[src/rtl/div_pkg.sv]
// Shared definitions for the divider tick decoder: lock FSM states, default
// sizes and the tap-clamping helper.
package div_pkg;

    localparam int DEF_WIDTH       = 15;
    localparam int DEF_LOCK_CYCLES = 4;

    typedef enum logic [1:0] {
        ST_UNLOCKED = 2'd0,
        ST_LOCKING  = 2'd1,
        ST_LOCKED   = 2'd2,
        ST_FAULT    = 2'd3
    } lock_state_t;

    // Out-of-range selects clamp to the MSB of the count.
    function automatic int eff_tap(input logic [3:0] sel, input int width);
        return (int'(sel) > width - 1) ? width - 1 : int'(sel);
    endfunction

endpackage

[src/rtl/div_tick_decoder_if.sv]
// Signal bundle between a divider count source and the tick decoder.
interface div_tick_decoder_if #(
    parameter int WIDTH = div_pkg::DEF_WIDTH
);
    logic [WIDTH-1:0] count_in;
    logic [3:0]       tap_sel;
    logic             clr_err;
    logic             tick;
    logic             wrap;
    logic             locked;
    logic             err;
    logic [7:0]       tick_cnt;

    modport master (
        output count_in, tap_sel, clr_err,
        input  tick, wrap, locked, err, tick_cnt
    );

    modport slave (
        input  count_in, tap_sel, clr_err,
        output tick, wrap, locked, err, tick_cnt
    );
endinterface

[src/rtl/div_tick_decoder_tap_edge_detect.sv]
// Tap mux plus rising-edge detector; a tap_sel change suppresses the tick for
// that cycle so a mux switch is never mistaken for a count edge.
module tap_edge_detect
    import div_pkg::*;
#(
    parameter int WIDTH = DEF_WIDTH
) (
    input  logic             clk,
    input  logic             reset,
    input  logic [WIDTH-1:0] count_in,
    input  logic [3:0]       tap_sel,
    input  logic             arm,
    output logic             tick
);
    localparam int IDX_W = (WIDTH > 1) ? $clog2(WIDTH) : 1;

    logic [IDX_W-1:0] tap_idx;
    logic             tap_bit;
    logic             prev_tap;
    logic [3:0]       prev_sel;

    assign tap_idx = IDX_W'(eff_tap(tap_sel, WIDTH));
    assign tap_bit = count_in[tap_idx];

    // NOTE: every register here is state, so it uses non-blocking assignment and the async reset.
    always_ff @(posedge clk or posedge reset) begin
        if (reset) begin
            prev_tap <= 1'b0;
            prev_sel <= 4'd0;
            tick     <= 1'b0;
        end else begin
            prev_tap <= tap_bit;
            prev_sel <= tap_sel;
            tick     <= arm && tap_bit && !prev_tap && (tap_sel == prev_sel);
        end
    end

endmodule

[src/rtl/div_tick_decoder.sv]
// Decodes a free-running divider count: verifies +1 continuity with a lock
// FSM, emits tap ticks and wrap pulses, and counts issued ticks.
module div_tick_decoder
    import div_pkg::*;
#(
    parameter int WIDTH       = DEF_WIDTH,
    parameter int LOCK_CYCLES = DEF_LOCK_CYCLES
) (
    input logic               clk,
    input logic               reset,
    div_tick_decoder_if.slave bus
);
    localparam int RUN_W = (LOCK_CYCLES > 0) ? $clog2(LOCK_CYCLES + 1) : 1;
    localparam logic [RUN_W-1:0] RUN_MAX = RUN_W'(LOCK_CYCLES);

    lock_state_t      state;
    logic [RUN_W-1:0] run;
    logic [RUN_W-1:0] run_inc;
    logic [WIDTH-1:0] prev_count;
    logic [WIDTH-1:0] expected;
    logic             step_ok;
    logic             tick;
    logic             wrap;
    logic             locked;
    logic             err;
    logic [7:0]       tick_cnt;

    assign expected = prev_count + 1'b1;
    assign step_ok  = (bus.count_in == expected);
    assign run_inc  = (run == RUN_MAX) ? run : run + 1'b1;

    tap_edge_detect #(.WIDTH(WIDTH)) u_tap (
        .clk      (clk),
        .reset    (reset),
        .count_in (bus.count_in),
        .tap_sel  (bus.tap_sel),
        .arm      (state == ST_LOCKED),
        .tick     (tick)
    );

    always_ff @(posedge clk or posedge reset) begin
        if (reset) begin
            state      <= ST_UNLOCKED;
            run        <= '0;
            prev_count <= '0;
            wrap       <= 1'b0;
            locked     <= 1'b0;
            err        <= 1'b0;
            tick_cnt   <= 8'd0;
        end else begin
            prev_count <= bus.count_in;
            wrap       <= (prev_count == '1) && (bus.count_in == '0);
            if (tick) tick_cnt <= tick_cnt + 1'b1;

            // clr_err outranks every FSM transition, including FAULT entry.
            if (bus.clr_err) begin
                state  <= ST_UNLOCKED;
                run    <= '0;
                locked <= 1'b0;
                err    <= 1'b0;
            end else begin
                case (state)
                    ST_UNLOCKED: begin
                        state <= ST_LOCKING;
                        run   <= '0;
                    end
                    ST_LOCKING: begin
                        if (step_ok) begin
                            run <= run_inc;
                            if (run_inc == RUN_MAX) begin
                                state  <= ST_LOCKED;
                                locked <= 1'b1;
                            end
                        end else begin
                            run <= '0;
                        end
                    end
                    ST_LOCKED: begin
                        if (!step_ok) begin
                            state  <= ST_FAULT;
                            locked <= 1'b0;
                            err    <= 1'b1;
                        end
                    end
                    default: ; // ST_FAULT waits for clr_err
                endcase
            end
        end
    end

    assign bus.tick     = tick;
    assign bus.wrap     = wrap;
    assign bus.locked   = locked;
    assign bus.err      = err;
    assign bus.tick_cnt = tick_cnt;

endmodule
[src/flat_wrapper.sv]
// flat-port wrapper written by rule: the top's interface ports become plain ports
module div_tick_decoder_flat import div_pkg::*;
#(
    parameter int WIDTH       = DEF_WIDTH,
    parameter int LOCK_CYCLES = DEF_LOCK_CYCLES
)
  (clk, reset, bus_count_in, bus_tap_sel, bus_clr_err, bus_tick, bus_wrap, bus_locked, bus_err, bus_tick_cnt);
  div_tick_decoder_if #(.WIDTH(WIDTH)) bus_i ();
  input logic clk;
  input logic reset;
  input wire logic [$bits(bus_i.count_in)-1:0] bus_count_in;
  input wire logic [$bits(bus_i.tap_sel)-1:0] bus_tap_sel;
  input wire logic [$bits(bus_i.clr_err)-1:0] bus_clr_err;
  output wire logic [$bits(bus_i.tick)-1:0] bus_tick;
  output wire logic [$bits(bus_i.wrap)-1:0] bus_wrap;
  output wire logic [$bits(bus_i.locked)-1:0] bus_locked;
  output wire logic [$bits(bus_i.err)-1:0] bus_err;
  output wire logic [$bits(bus_i.tick_cnt)-1:0] bus_tick_cnt;
  assign bus_i.count_in = bus_count_in;
  assign bus_i.tap_sel = bus_tap_sel;
  assign bus_i.clr_err = bus_clr_err;
  assign bus_tick = bus_i.tick;
  assign bus_wrap = bus_i.wrap;
  assign bus_locked = bus_i.locked;
  assign bus_err = bus_i.err;
  assign bus_tick_cnt = bus_i.tick_cnt;
  div_tick_decoder #(.WIDTH(WIDTH), .LOCK_CYCLES(LOCK_CYCLES)) u_core (.clk(clk), .reset(reset), .bus(bus_i));
endmodule
[config.mk]
export PLATFORM = sky130hd
export DESIGN_NAME = div_tick_decoder_flat
export DESIGN_NICKNAME = d
export VERILOG_FILES = /design/src/rtl/div_pkg.sv /design/src/rtl/div_tick_decoder_if.sv /design/src/rtl/div_tick_decoder_tap_edge_detect.sv /design/src/rtl/div_tick_decoder.sv /design/src/flat_wrapper.sv
export SDC_FILE = /design/constraint.sdc
export NUM_CORES = 1
export LEC_CHECK = 0
export CAP_MARGIN = 20
export CORE_MARGIN = 4
export CORE_UTILIZATION = 53
export DETAILED_ROUTE_END_ITERATION = 10
export HOLD_SLACK_MARGIN = 0.1
export PLACE_DENSITY = 0.79
export SLEW_MARGIN = 10
export SYNTH_ARGS = -nofsm -noshare
export SYNTH_HDL_FRONTEND = slang
export SYNTH_SLANG_ARGS = --single-unit
[constraint.sdc]
create_clock -name clk -period 3.2 [get_ports clk]
set_input_delay 0.64 -clock clk [delete_from_list [all_inputs] [get_ports clk]]
set_output_delay 0.64 -clock clk [all_outputs]
set_load 0.03 [all_outputs]
Yosys cells after proc, flatten, opt, wreduce, memory -nomap -nowiden
Index checks and enable logic that the tools add are counted.
Word-level totals
  bits in registers: 37
  latch bits: 0
  memory bits (writable): 0
  bits in read-only memories: 0
  word-level logic and storage cells: 60
  memories kept: 0
Operators by class
  add/sub/neg operators: 3
  multiply operators: 0
  div/mod/pow operators: 0
  $lt $le $gt $ge: 2
  eq/ne operators: 11
  shift-type cells: 0
  muxes and demuxes: 20
  bitwise logic cells: 0
  reduce and logical (&&, ||, !) cells: 14
Operators with widths (number)
  $add 15x1->15 const B: 1
  $eq 15x15->1: 1
  $eq 15x15->1 const B: 1
  $logic_not 15->1: 1
  $mux 3: 3
  $add 8x1->8 const B: 1
  $mux 1: 8
  $mux 2: 4
  $reduce_and 4->1: 2
  $eq 3x3->1 const B: 2
  $ne 3x2->1 const B: 2
  $pmux 2 s3: 1
  $pmux 3 s2: 1
  $reduce_bool 3->1: 2
  $lt 4x5->1 const B: 1
  $bmux 1 s4: 1
  $eq 4x4->1: 1
  $gt 4x4->1 const B: 1
  $logic_and 1x1->1: 4
  $mux 4: 1
  $reduce_bool 4->1: 1
  $add 3x1->3 const B: 1
  $ne 3x3->1 const B: 1
  $eq 2x1->1 const B: 1
  7 further kinds: 7

Logic depth before layout (Yosys ltp)
  word-level depth: 7
  gate-level depth with buffers: 9
  gate-level depth less buffers: 9

By module
Synthesis repeated with hierarchy kept, for this count alone.
Unflattened totals
  cell total of the unflattened synthesis: 222
  area, all modules: 2239.6 µm²
Modules (own cells, without submodules)
  div_tick_decoder: times used 1, cells each 189, area each 1870.5 µm², seq. area each 775.7 µm²
  tap_edge_detect: times used 1, cells each 33, area each 369.1 µm², seq. area each 150.1 µm²

Worst setup path before layout
OpenSTA, ideal clock, no wires.
  kind: register to register
  from: register u_core.prev_count[0]
  to: register u_core.state[1]
  arrival time: 2190 ps
  setup slack: 931 ps
  cell stages (with the launch flop): 9
  period minus slack after synthesis: 2269 ps
  path through: dfrtp_1 ha_1 and4_1 nand4_4 o311ai_1 o22ai_1 o31ai_2 a21boi_1 mux2i_1
On the way
  word-level cells in the longest chain between the ends: 4
  elaborated cells on any way between the ends: 5
  those cells by class: add/sub (1); eq/ne (3); reduce/logical (1)
RTL lines
  from (decl): line div_tick_decoder.sv:19  | logic [WIDTH-1:0] prev_count;
  from (signal assigned): line div_tick_decoder.sv:51  | prev_count <= bus.count_in;
  $add 15x1->15 *: line div_tick_decoder.sv:28  | assign expected = prev_count + 1'b1;
  $eq 15x15->1 *: line div_tick_decoder.sv:29  | assign step_ok = (bus.count_in == expected);
  $ne 3x2->1 (no line) / $ne 3x3->1 (equally long branches)
  $reduce_and 4->1 (no line) *
  to (signal assigned): line div_tick_decoder.sv:43  | state <= ST_UNLOCKED;
  to (signal assigned): line div_tick_decoder.sv:57  | state <= ST_UNLOCKED;
  to (signal assigned): line div_tick_decoder.sv:64  | state <= ST_LOCKING;
  to (decl): line div_tick_decoder.sv:16  | lock_state_t state;
Mark *: on every way between the ends. The rest lies on a longest branch, timed or not.
A chain may end at the register's enable or synchronous reset.

Worst setup path after layout
  from: input port bus_count_in[14]
  to: register u_core.state[1]
On the way
  word-level cells in the longest chain between the ends: 3
  elaborated cells on any way between the ends: 4
  those cells by class: eq/ne (3); reduce/logical (1)
RTL lines
  from (decl): line flat_wrapper.sv:11  | input wire logic [$bits(bus_i.count_in)-1:0] bus_count_in;
  $eq 15x15->1 *: line div_tick_decoder.sv:29
  $ne 3x2->1 (no line) / $ne 3x3->1 (equally long branches)
  $reduce_and 4->1 (no line) *
Marked as above.

==> flow_metrics.py <==
metrics = {
    "floorplanning": {
        "dieHeight_um": 71.6,
        "start_util_pct": 56.9,
        "core-area_um2": 3770,
        "io_pins": 34,
        "fp-row-count": 22,
        "die_area_um2": 5130,
        "die_w_um": 71.6,
    },
    "timing": {
        "worst_slew_pin_slew_ns": 0.471,
        "clock.fmax_mhz": 368,
        "drv_slew": 0,
        "fin_worst_skew_ns": 0.00411,
        "rsz0062_at_grt": "no",
        "slew_headroom_pct": 68.1,
        "hold_viol_final": 0,
        "finalWorstSetupSlack_ns": 0.480,
        "holdWs_ns": 0.485,
        "period_share_pct": 85.0,
        "layout_min_cycle_time_ns": 2.72,
        "fin_tns_setup_ns": 0,
        "report.final.setup_viol": 0,
    },
    "pwr": {
        "leakage_uw": 0.00109,
        "intPower_uw": 785,
        "clkPwrFrac_pct": 27.2,
        "power.density_cell_area_nw_per_um2": 434,
        "combPwrFrac_pct": 26.2,
        "peakVddDrop_mv": 0.242,
        "p_sw_share_pct": 31.0,
        "p_sw_uw": 352,
        "seqPwrFrac_pct": 46.6,
    },
    "placed_design": {
        "dp_slack_ns": 0.184,
        "dpl_cell_area_um2": 2540,
        "dp_cells": 281,
        "dp_hpwl_um": 3380,
        "gp_congestion": 0.818,
        "port_buffers": 33,
    },
    "yosys": {
        "synth_top_area_cell": "dfrtp_1",
        "synth_area_um2": 2140,
        "synth-xor-area-share_pct": 11.0,
        "yosys.area_share.simple_pct": 22.6,
        "synth_top_family_by_area": "simple AND/OR/NAND/NOR gates",
        "ys_types": 52,
        "yosysMostFrequentCell": "dfrtp_1",
        "synth.net_count": 229,
        "yosys_warnings": 0,
        "avgSynthCellArea_um2": 10.7,
        "yosysSeqAreaShare_pct": 43.2,
        "synth-seq-cells": 37,
        "synth_area_leaders": "dfrtp_1 (43%), xnor2_1 (6.9%), ha_1 (4.1%)",
        "synthFlopType": "dfrtp_1",
        "synth_edf_count": 0,
        "synth_common_cells": "dfrtp_1 (37), xnor2_1 (17), inv_1 (12), nand2_1 (12), xor2_1 (10)",
        "synthArstFlopShare_pct": 100,
        "syn_inst": 200,
        "synth-adder-area-share_pct": 4.08,
        "synth_compound_area_share_pct": 12.4,
        "synth_top_area_share_pct": 43.2,
        "synth_mux_area_share_pct": 4.49,
    },
    "critical_path": {
        "start_kind": "input pin",
        "crit_path_end_kind": "register",
        "r2r_cells": 8,
        "cp.arrival_ns": 2.92,
        "required_ns": 3.40,
        "rr_startpoint": "u_core.prev_count[0]",
        "crit_start": "bus_count_in[14]",
        "cp_max_fo": 5,
        "worstSetupPathType": "input pin to register",
    },
    "grt": {
        "grt_util_met2_pct": 32.8,
        "met3_usage_pct": 4.91,
        "grt_pass1_wl_um": 7740,
        "track_usage_pct": 19.1,
        "grt.overflow.total": 0,
        "grt.busiest_layer": "met2",
        "grt_antenna_before_repair": 0,
        "first_global_vias": 1728,
        "gr-usage-met1_pct": 23.3,
        "grt_max_degree": 38,
    },
    "routing": {
        "ant_nets": 0,
        "drtPass1Iterations": 4,
        "num_vias": 1666,
        "drc": 0,
        "wl_per_cell_um": 15.0,
        "first_iter_violations": 85,
        "routed_wl_um": 4350,
        "viasPerCell": 5.76,
    },
    "min_path": {
        "min_path_type": "register to register",
        "min-delay-start": "u_core.bus.tick_cnt[7]",
        "whs_path_depth": 1,
    },
    "clock_tree": {
        "worst_skew_pair.late_latency_ns": 0.29,
        "cts_tree": "done",
        "cts_sinks": 37,
        "cts-root-buf": "clkbuf_8",
        "cts_buffer_depth": 2,
        "htree_levels": 2,
        "post-cts-setup-buffer-count": 0,
        "clk_pin_slew_ns": 0.07,
        "numCtsBuffers": 5,
        "ctsResizeCount": 0,
        "cts_hold_buf": 0,
    },
    "final_layout": {
        "antennaDiodeCount": 0,
        "fillerInstances": 295,
        "seq_area_um2": 926,
        "finalNonFillerCells": 289,
        "drive_gt1_share_pct": 10.4,
        "multiInputGateArea_um2": 1170,
        "final_area_um2": 2620,
        "fin_nets": 269,
        "syn2layout_area_growth_pct": 22.2,
    },
    "status": {
        "status": "complete, no violations",
    },
    "run": {
        "cap_violations": 0,
    },
}
[state kept, by name (all words and copies together) (netlist names)]
signal and cells:
u_core.bus.wrap 1, u_core.bus.tick_cnt 8, u_core.prev_count 15, u_core.u_tap.prev_sel 4, u_core.state 2, u_core.bus.locked 1
u_core.u_tap.tick 1, u_core.bus.err 1, u_core.run 3, u_core.u_tap.prev_tap 1
[layer usage]
metal  part of all wire (%)  vias up
li1                       -      822
met1                     45      801
met2                     49       35
met3                    4.5        8
met4                    1.6        0
met5                      0        -
[worst max-delay path, stage by stage]
cell,delay [ns]
clkdlybuf4s50_1,0.53
xor2_1,0.35
and4b_1,0.26
mux2i_1,0.07
o311ai_1,0.16
o22ai_1,0.18
o31ai_2,0.28
a21boi_1,0.22
mux2i_1,0.22
[layout make-up]
cell class | count | area share (%)
inverters | 12 | 1.72
clock buffers | 6 | 2.77
repair buffers | 34 | 12.9
clock inverters | 2 | 0.382
flip-flops and latches | 37 | 35.3
multi-input cells | 150 | 44.6
well taps | 48 | 2.29
[cell usage in the layout (no fill, tap or decap), drive strengths merged, types with 2 or more instances in the layout]
| cell type | n |
|---|---|
| a21oi | 8 |
| a211oi | 6 |
| nand2 | 12 |
| o31ai | 2 |
| and4b | 2 |
| nor2b | 5 |
| xnor2 | 17 |
| clkdlybuf4s50 | 33 |
| clkinv | 2 |
| and3 | 5 |
| clkbuf | 6 |
| nor2 | 6 |
| nor4b | 3 |
| nor3 | 6 |
| xor2 | 10 |
| o21ai | 8 |
| ha | 7 |
| nor4 | 7 |
| nand4 | 4 |
| or3 | 2 |
| inv | 12 |
| nand2b | 2 |
| nand3 | 7 |
| nand3b | 2 |
| mux4 | 2 |
| dfrtp | 37 |
| and2 | 2 |
| and4 | 6 |
| mux2i | 4 |
[cell families after synthesis]
logic type / after synthesis
simple gates: 73
flops: 37
compound gates: 36
xor+xnor: 27
buf+inv: 13
mux: 7
fa+ha+maj: 7
[metrics by stage]
step	utilization (%)	total power, uW
2_1_floorplan	-	739
3_3_place_gp	67.3	831
4_1_cts	69.5	1150
3_5_place_dp	67.3	840
6_report	69.5	1140
5_1_grt	69.5	1210
[power by group through the flow]
| stage | combinational (uW) | sequential, uW | clock [uW] |
|---|---|---|---|
| after floorplan | 192 | 546 | 0 |
| after detailed placement | 301 | 539 | 0 |
| after CTS | 302 | 530 | 317 |
| after global placement | 295 | 536 | 0 |
| after global routing | 336 | 535 | 338 |
| final | 298 | 530 | 309 |
[path summary, 6_finish.rpt]
path	end	slack, ns
min in group asynchronous	u_core.bus.tick_cnt[6]	0.76
max in group asynchronous	u_core.prev_count[14]	2.12
worst max-delay path	u_core.state[1]	0.48
worst min register to register	u_core.bus.tick_cnt[7]	0.48
worst min-delay path	u_core.bus.tick_cnt[7]	0.48
worst max register to register	u_core.state[1]	0.58
Power figures use the tool's default switching activity.
